==> src/rtl/frame_loader.sv <==
// frame_loader: receives a UART byte stream, waits for a header byte, then
// converts each following byte to a signed fixed-point pixel through a
// 256-entry normalisation table and writes it to the IFMAP BRAM in CHW order.
// A frame is aborted if the line goes idle for TIMEOUT_CLKS clocks.
// Optional feature macro: FRAME_CHECKSUM_EN adds an 8-bit XOR trailer byte
// that is checked in a CHECK state before the frame is reported as loaded.
//
// Handshake: rx_dv is a one-cycle strobe qualifying rx_byte; there is no
// back-pressure. Each accepted pixel produces exactly one wr_en pulse on the
// following cycle. frame_loaded / frame_error are single-cycle pulses.
module frame_loader #(
  parameter int          DATA_WIDTH   = 16,
  parameter int          FRAC_BITS    = 7,
  parameter int          IMG_SIZE     = 28,
  parameter int          IN_CHANNELS  = 1,
  parameter logic [7:0]  SYNC_BYTE    = 8'hA5,
  parameter int          TIMEOUT_CLKS = 1_000_000,
  localparam int         FRAME_SZ     = IN_CHANNELS * IMG_SIZE * IMG_SIZE,
  localparam int         AW           = $clog2(FRAME_SZ)
) (
  input  logic                  clk,
  input  logic                  reset_n,
  input  logic                  rx_dv,
  input  logic [7:0]            rx_byte,
  input  logic                  pipe_busy,
  output logic                  wr_en,
  output logic [AW-1:0]         wr_addr,
  output logic [DATA_WIDTH-1:0] wr_data,
  output logic                  loading,
  output logic                  frame_loaded,
  output logic                  frame_error,
  output logic [7:0]            err_count,
  output logic [1:0]            dbg_state
);

  // Pixel index must be able to hold FRAME_SZ itself ("all pixels received").
  localparam int IW = $clog2(FRAME_SZ + 1);
  localparam int TW = (TIMEOUT_CLKS > 2) ? $clog2(TIMEOUT_CLKS) : 1;

`ifdef FRAME_CHECKSUM_EN
  typedef enum logic [1:0] {
    S_IDLE  = 2'd0,
    S_LOAD  = 2'd1,
    S_CHECK = 2'd2,
    S_DONE  = 2'd3
  } state_t;
`else
  typedef enum logic [1:0] {
    S_IDLE  = 2'd0,
    S_LOAD  = 2'd1,
    S_DONE  = 2'd3
  } state_t;
`endif

  state_t                r_state;
  state_t                w_state_nxt;
  logic [IW-1:0]         r_idx;
  logic [TW-1:0]         r_tmo;
  logic                  r_wr_en;
  logic [AW-1:0]         r_wr_addr;
  logic [DATA_WIDTH-1:0] r_wr_data;
  logic [7:0]            r_err_count;

  logic                  w_active;
  logic                  w_start;
  logic                  w_full;
  logic                  w_timeout;
  logic                  w_pix;
  logic                  w_err;

  // Normalisation table: byte k maps to round(k * 2^FRAC_BITS / 255), sign bit 0.
  logic [DATA_WIDTH-1:0] w_lut [256];
  for (genvar gk = 0; gk < 256; gk++) begin : g_lut
    localparam logic [31:0] LV = (gk * (2 ** FRAC_BITS) + 127) / 255;
    assign w_lut[gk] = {1'b0, LV[DATA_WIDTH-2:0]};
  end

`ifdef FRAME_CHECKSUM_EN
  logic [7:0] r_csum;
  logic       w_ck_bad;
  logic       w_ck_ok;
  assign w_active  = (r_state == S_LOAD) || (r_state == S_CHECK);
  assign w_ck_ok   = (r_state == S_CHECK) && rx_dv && !w_timeout && (rx_byte == r_csum);
  assign w_ck_bad  = (r_state == S_CHECK) && rx_dv && !w_timeout && (rx_byte != r_csum);
`else
  assign w_active  = (r_state == S_LOAD);
`endif

  assign w_start   = (r_state == S_IDLE) && rx_dv && (rx_byte == SYNC_BYTE) && !pipe_busy;
  assign w_full    = (r_idx == IW'(FRAME_SZ));
  assign w_timeout = w_active && (r_tmo == TW'(TIMEOUT_CLKS - 1));
  // In LOAD every byte, the header value included, is pixel data.
  assign w_pix     = (r_state == S_LOAD) && rx_dv && !w_full && !w_timeout;

`ifdef FRAME_CHECKSUM_EN
  assign w_err     = w_timeout || w_ck_bad;
`else
  assign w_err     = w_timeout;
`endif

  // State register.
  always_ff @(posedge clk or negedge reset_n) begin
    if (!reset_n) r_state <= S_IDLE;
    else          r_state <= w_state_nxt;
  end

  // Next-state logic; pipe_busy is only consulted when starting a frame.
  always_comb begin
    w_state_nxt = r_state;
    unique case (r_state)
      S_IDLE: if (w_start) w_state_nxt = S_LOAD;
      S_LOAD: begin
        if (w_timeout) w_state_nxt = S_IDLE;
`ifdef FRAME_CHECKSUM_EN
        else if (w_full) w_state_nxt = S_CHECK;
`else
        else if (w_full) w_state_nxt = S_DONE;
`endif
      end
`ifdef FRAME_CHECKSUM_EN
      S_CHECK: begin
        if (w_timeout)     w_state_nxt = S_IDLE;
        else if (w_ck_ok)  w_state_nxt = S_DONE;
        else if (w_ck_bad) w_state_nxt = S_IDLE;
      end
`endif
      S_DONE:  w_state_nxt = S_IDLE;
      default: w_state_nxt = S_IDLE;
    endcase
  end

  // State-decoded outputs.
  always_comb begin
    loading      = w_active;
    frame_loaded = (r_state == S_DONE);
    frame_error  = w_err;
    dbg_state    = r_state;
  end

  // Pixel index and idle-line timeout counter.
  always_ff @(posedge clk or negedge reset_n) begin
    if (!reset_n) begin
      r_idx <= '0;
      r_tmo <= '0;
    end else begin
      if (w_start)    r_idx <= '0;
      else if (w_pix) r_idx <= r_idx + 1'b1;
      if (!w_active || rx_dv) r_tmo <= '0;
      else                    r_tmo <= r_tmo + 1'b1;
    end
  end

  // Registered BRAM write port: one write per accepted pixel, one cycle later.
  always_ff @(posedge clk or negedge reset_n) begin
    if (!reset_n) begin
      r_wr_en   <= 1'b0;
      r_wr_addr <= '0;
      r_wr_data <= '0;
    end else begin
      r_wr_en <= w_pix;
      if (w_pix) begin
        r_wr_addr <= r_idx[AW-1:0];
        r_wr_data <= w_lut[rx_byte];
      end
    end
  end

`ifdef FRAME_CHECKSUM_EN
  // Running XOR of the pixel bytes of the current frame.
  always_ff @(posedge clk or negedge reset_n) begin
    if (!reset_n)     r_csum <= '0;
    else if (w_start) r_csum <= '0;
    else if (w_pix)   r_csum <= r_csum ^ rx_byte;
  end
`endif

  // Saturating count of aborted frames.
  always_ff @(posedge clk or negedge reset_n) begin
    if (!reset_n)                          r_err_count <= '0;
    else if (w_err && r_err_count != 8'hFF) r_err_count <= r_err_count + 8'd1;
  end

  assign wr_en     = r_wr_en;
  assign wr_addr   = r_wr_addr;
  assign wr_data   = r_wr_data;
  assign err_count = r_err_count;

endmodule

==> config.mk <==
export PLATFORM = sky130hd
export DESIGN_NAME = frame_loader
export DESIGN_NICKNAME = d
export VERILOG_FILES = /design/src/rtl/frame_loader.sv
export SDC_FILE = /design/constraint.sdc
export NUM_CORES = 1
export LEC_CHECK = 0
export CORE_MARGIN = 8
export CORE_UTILIZATION = 37
export DETAILED_ROUTE_END_ITERATION = 10
export PLACE_DENSITY_LB_ADDON = 0.15
export SLEW_MARGIN = 30
export SYNTH_ARGS = -nofsm -noshare
export SYNTH_HDL_FRONTEND = slang
export SYNTH_SLANG_ARGS = --single-unit
export TNS_END_PERCENT = 100
==> constraint.sdc <==
create_clock -name clk -period 2.8 [get_ports clk]
set_input_delay 0.28 -clock clk [delete_from_list [all_inputs] [get_ports clk]]
set_output_delay 0.28 -clock clk [all_outputs]
set_load 0.02 [all_outputs]
==> Implementation_results.wiki <==
{| class="wikitable"
! Metric !! Value
|-
| R2R cell count || 5
|-
| Global router's overall resource usage || approximately 12%
|-
| Die width || ~100 um
|-
| Pin slew with the least headroom to its limit || 0.750 ns
|-
| Class of the tightest hold or removal check || primary input to async pin
|-
| Seq/Total Area, Yosys || 51.2%
|-
| Type of the setup path with the least slack || flip-flop to output port
|-
| Total clock sinks || 59
|-
| Remaining Overflow, GRT || 0
|-
| Cell leakage power || about 1.6 nW
|-
| Number of DRC markers after the initial detailed-route iteration || 96
|-
| Endpoint of the worst register-to-register path || err_count[1]
|-
| Total via count after detailed routing || 2195
|-
| Combinational share of power || 15.6%
|-
| Period minus WS final || 2.37 ns
|-
| Die height || 104 um
|-
| CTS tree || yes
|-
| Data required time of the worst path || 2.52 ns
|-
| DRT Pass-1 Iters || 4
|-
| Clock skew || 0.00881 ns
|-
| CTS root buffer || clkbuf_8
|-
| Overall power after layout || 2.17 mW
|-
| Switching part of the total || 27.1%
|-
| Max-slew violation count || 0
|-
| Total number of nets in the final design || 361
|-
| Worst setup slack after layout || 0.430 ns
|-
| Post-placement worst setup slack || around 0.26 ns
|-
| Share of cells above drive strength 1 || under 10%
|-
| Library cell occupying the most area in the post-synthesis netlist || dfrtp_1
|-
| Cell count after synthesis || about 300
|-
| Pin count of the biggest net entering global routing || 60
|-
| Worst slew margin relative to its limit || between 50% and 60%
|-
| Routed length per instance || 13.8 um
|-
| Internal || approximately 1.6 mW
|-
| Clock latency on the worst-skew pair || between 0.3 and 0.4 ns
|-
| Wire length of the first global-routing pass || 10800 um
|-
| Share of the synthesized area in the top cell type || 51.2%
|-
| Number of buffers added by the clock tree synthesis step || 9
|-
| Critical path launch point type || flip-flop
|-
| Total number of placement rows || 32
|-
| Synth top area cells || dfrtp_1, nand2_1, xnor2_1
|-
| Final Routed Wirelength || 6170 um
|-
| I/O Pins || 52
|-
| Max-capacitance violation count || 0
|-
| FFs w/ async S/R, synth || 100%
|-
| Final count of negative-setup-slack endpoints || 0
|-
| Post-route setup TNS || 0 ns
|-
| Switching power total || 588 uW
|-
| Setup repair after global routing missed its margin || no
|-
| Power density of the placed cells || 604 mW/mm^2
|-
| Number of antenna violations at the first check in global routing || 0
|-
| Number of synthesized flops with an enable pin || 0
|-
| H-tree depth || 3
|-
| Maximum fanout along the worst path || 5
|-
| Filler Cell Count || about 730
|-
| Core box area || 0.00765 mm^2
|-
| Internal reg-to-reg setup slack || 0.50 ns
|-
| Vias in the first global route || 2181
|-
| Die area || 0.0109 mm^2
|-
| Top_reg_cell synth || dfrtp_1
|-
| Relative area change from synthesis to final layout || 24.6%
|-
| Critical R2R Launch || r_tmo[0]
|-
| Post-route DRC violation count || 0
|-
| RePlAce Congestion || 0.712
|-
| Antenna-violating nets left || 0
|-
| Clock share of power || 38.1%
|-
| Count of final hold-check violations || 0
|-
| Area of the multi-input gates || 0.00128 mm^2
|-
| Worst setup EP type || output port
|-
| Sequential share of power || a little under half
|-
| Count of buffers added by post-CTS timing repair for setup || 0
|-
| Number of antenna diodes || 0
|-
| Status || finished, final reports clean
|-
| Max Root-Sink Buffers || 2
|-
| Initial core utilization || around 38%
|-
| Reg area || 0.00148 mm^2
|-
| Worst Setup SP || r_tmo[0]
|-
| Yosys Warn Count || 0
|-
| Clock edge transition at the registers on the reported setup and hold paths || 0.07 ns
|-
| # hold bufs at CTS || 0
|-
| Worst-case vdd ir drop || 0.219 mV
|-
| Count of state elements after synthesis || 59
|-
| Cell area after synthesis || between 0.002 and 0.003 mm^2
|-
| Period utilisation layout || 84.6%
|-
| Via-per-instance ratio || approximately 4.9
|-
| Post-detailed-placement half-perimeter wirelength || roughly 4200 um
|-
| F_max || between 400 and 500 MHz
|-
| IO Port Bufs || 43
|-
| Worst-case hold slack || 0.0969 ns
|-
| Yosys cell types || 43
|-
| Worst EP arrival || approximately 2.1 ns
|-
| Synth Area per Inst || 9.78 um^2
|}
-- registers in the layout, indices dropped and copies added (netlist names) --
signal     cells
err_count      8
wr_addr       10
wr_en          1
r_idx         10
wr_data        8
dbg_state      2
r_tmo         20
-- layout by cell type, fill, tap and decap left out, types with 2 or more instances in the layout --
cell and instances:
inv_1 11, or4_1 4, xor2_1 8, conb_1 8, ha_1 7, clkbuf_8 13, nand4_1 10, clkdlybuf4s50_1 41
dfrtp_1 59, nand2_1 48, o21ai_1 2, nor4_1 5, nand3b_1 2, o21ai_0 16, nand3_1 11, mux2i_1 3
buf_4 3, and2_1 2, o31ai_1 6, a21oi_1 9, or3_1 4, nor2_1 22, or2_2 3, and4b_1 2
nor3_1 3, and3_1 6, xnor2_1 18
-- power groups by stage --
stage | combinational (mW) | clock [mW] | sequential (mW)
after floorplan | 0.144 | 0 | 1.05
after global placement | 0.339 | 0 | 1.02
after detailed placement | 0.345 | 0 | 1.02
after CTS | 0.347 | 0.850 | 1.01
after global routing | 0.384 | 0.894 | 1.02
final | 0.338 | 0.827 | 1.01
-- layer usage --
metal  vias to the layer above  GRT usage, %  routed length (um)
met5                         -             0                   0
met4                         0          7.14                 119
met3                         8          3.53                 282
met2                        45          17.5                2650
met1                      1045          15.4                3110
li1                       1097             -                   -
-- worst max path at each step --
stage | cells past startpoint | endpoint | slack (ns)
2_1_floorplan | 5 | err_count[1] | 0.65
3_3_place_gp | 7 | r_idx[3] | 0.30
3_5_place_dp | 7 | r_idx[3] | 0.26
4_1_cts | 5 | frame_error | 0.001
5_1_grt | 5 | frame_error | 0.31
6_report | 5 | frame_error | 0.43
-- synthesized netlist by cell type (2+ instances only) --
cell type,instances
o21ai_1,2
nand4_1,10
nand2_1,48
or3_1,4
or2_2,3
o21ai_0,16
a21oi_1,9
xor2_1,8
ha_1,7
buf_4,11
nand3b_1,2
and3_1,6
and4b_1,2
or4_1,4
inv_1,11
nor4_1,5
nand3_1,11
clkbuf_1,4
nor3_1,3
o31ai_1,6
mux2i_1,3
dfrtp_1,59
xnor2_1,18
and2_1,2
buf_2,2
nor2_1,22
-- what timing repair did --
item,in CTS,in global routing
resized for setup,0,1
setup endpoints to repair,0,1
hold endpoints to repair,0,0
-- worst max-delay path, cell delays in order, from the launching register on --
cell	delay, ns
dfrtp_1	0.38
ha_1	0.22
nand3_2	0.13
or4_4	0.58
nor3_1	0.18
dlymetal6s2s_1	0.27
-- area by class of cell --
class / count / share of cell area, %
multi-input cells: 214 / 35.7
flip-flops and latches: 59 / 41.1
repair buffers: 46 / 12.5
inverters: 12 / 1.25
clock buffers: 14 / 5.08
well taps: 102 / 3.55
clock inverters: 1 / 0.836
-- cells by family after synthesis --
family / synth area share (%)
AOI/OAI and AO/OA: 7.03
muxes: 1.43
xor gates and xnor gates: 7.90
other: 0.130
and+or+nand+nor: 24.0
buffers and inverters: 5.29
adders and majority gates: 3.04
DFF: 51.2
-- per-stage QoR --
stage	utilization, %	std cells	instance area (um^2)
after floorplan	-	302	2910
after global placement	44.2	433	3380
after detailed placement	44.2	433	3380
after CTS	47.0	448	3590
after global routing	47.0	448	3590
final	47.0	448	3590
(Power assumes the default switching activity.)
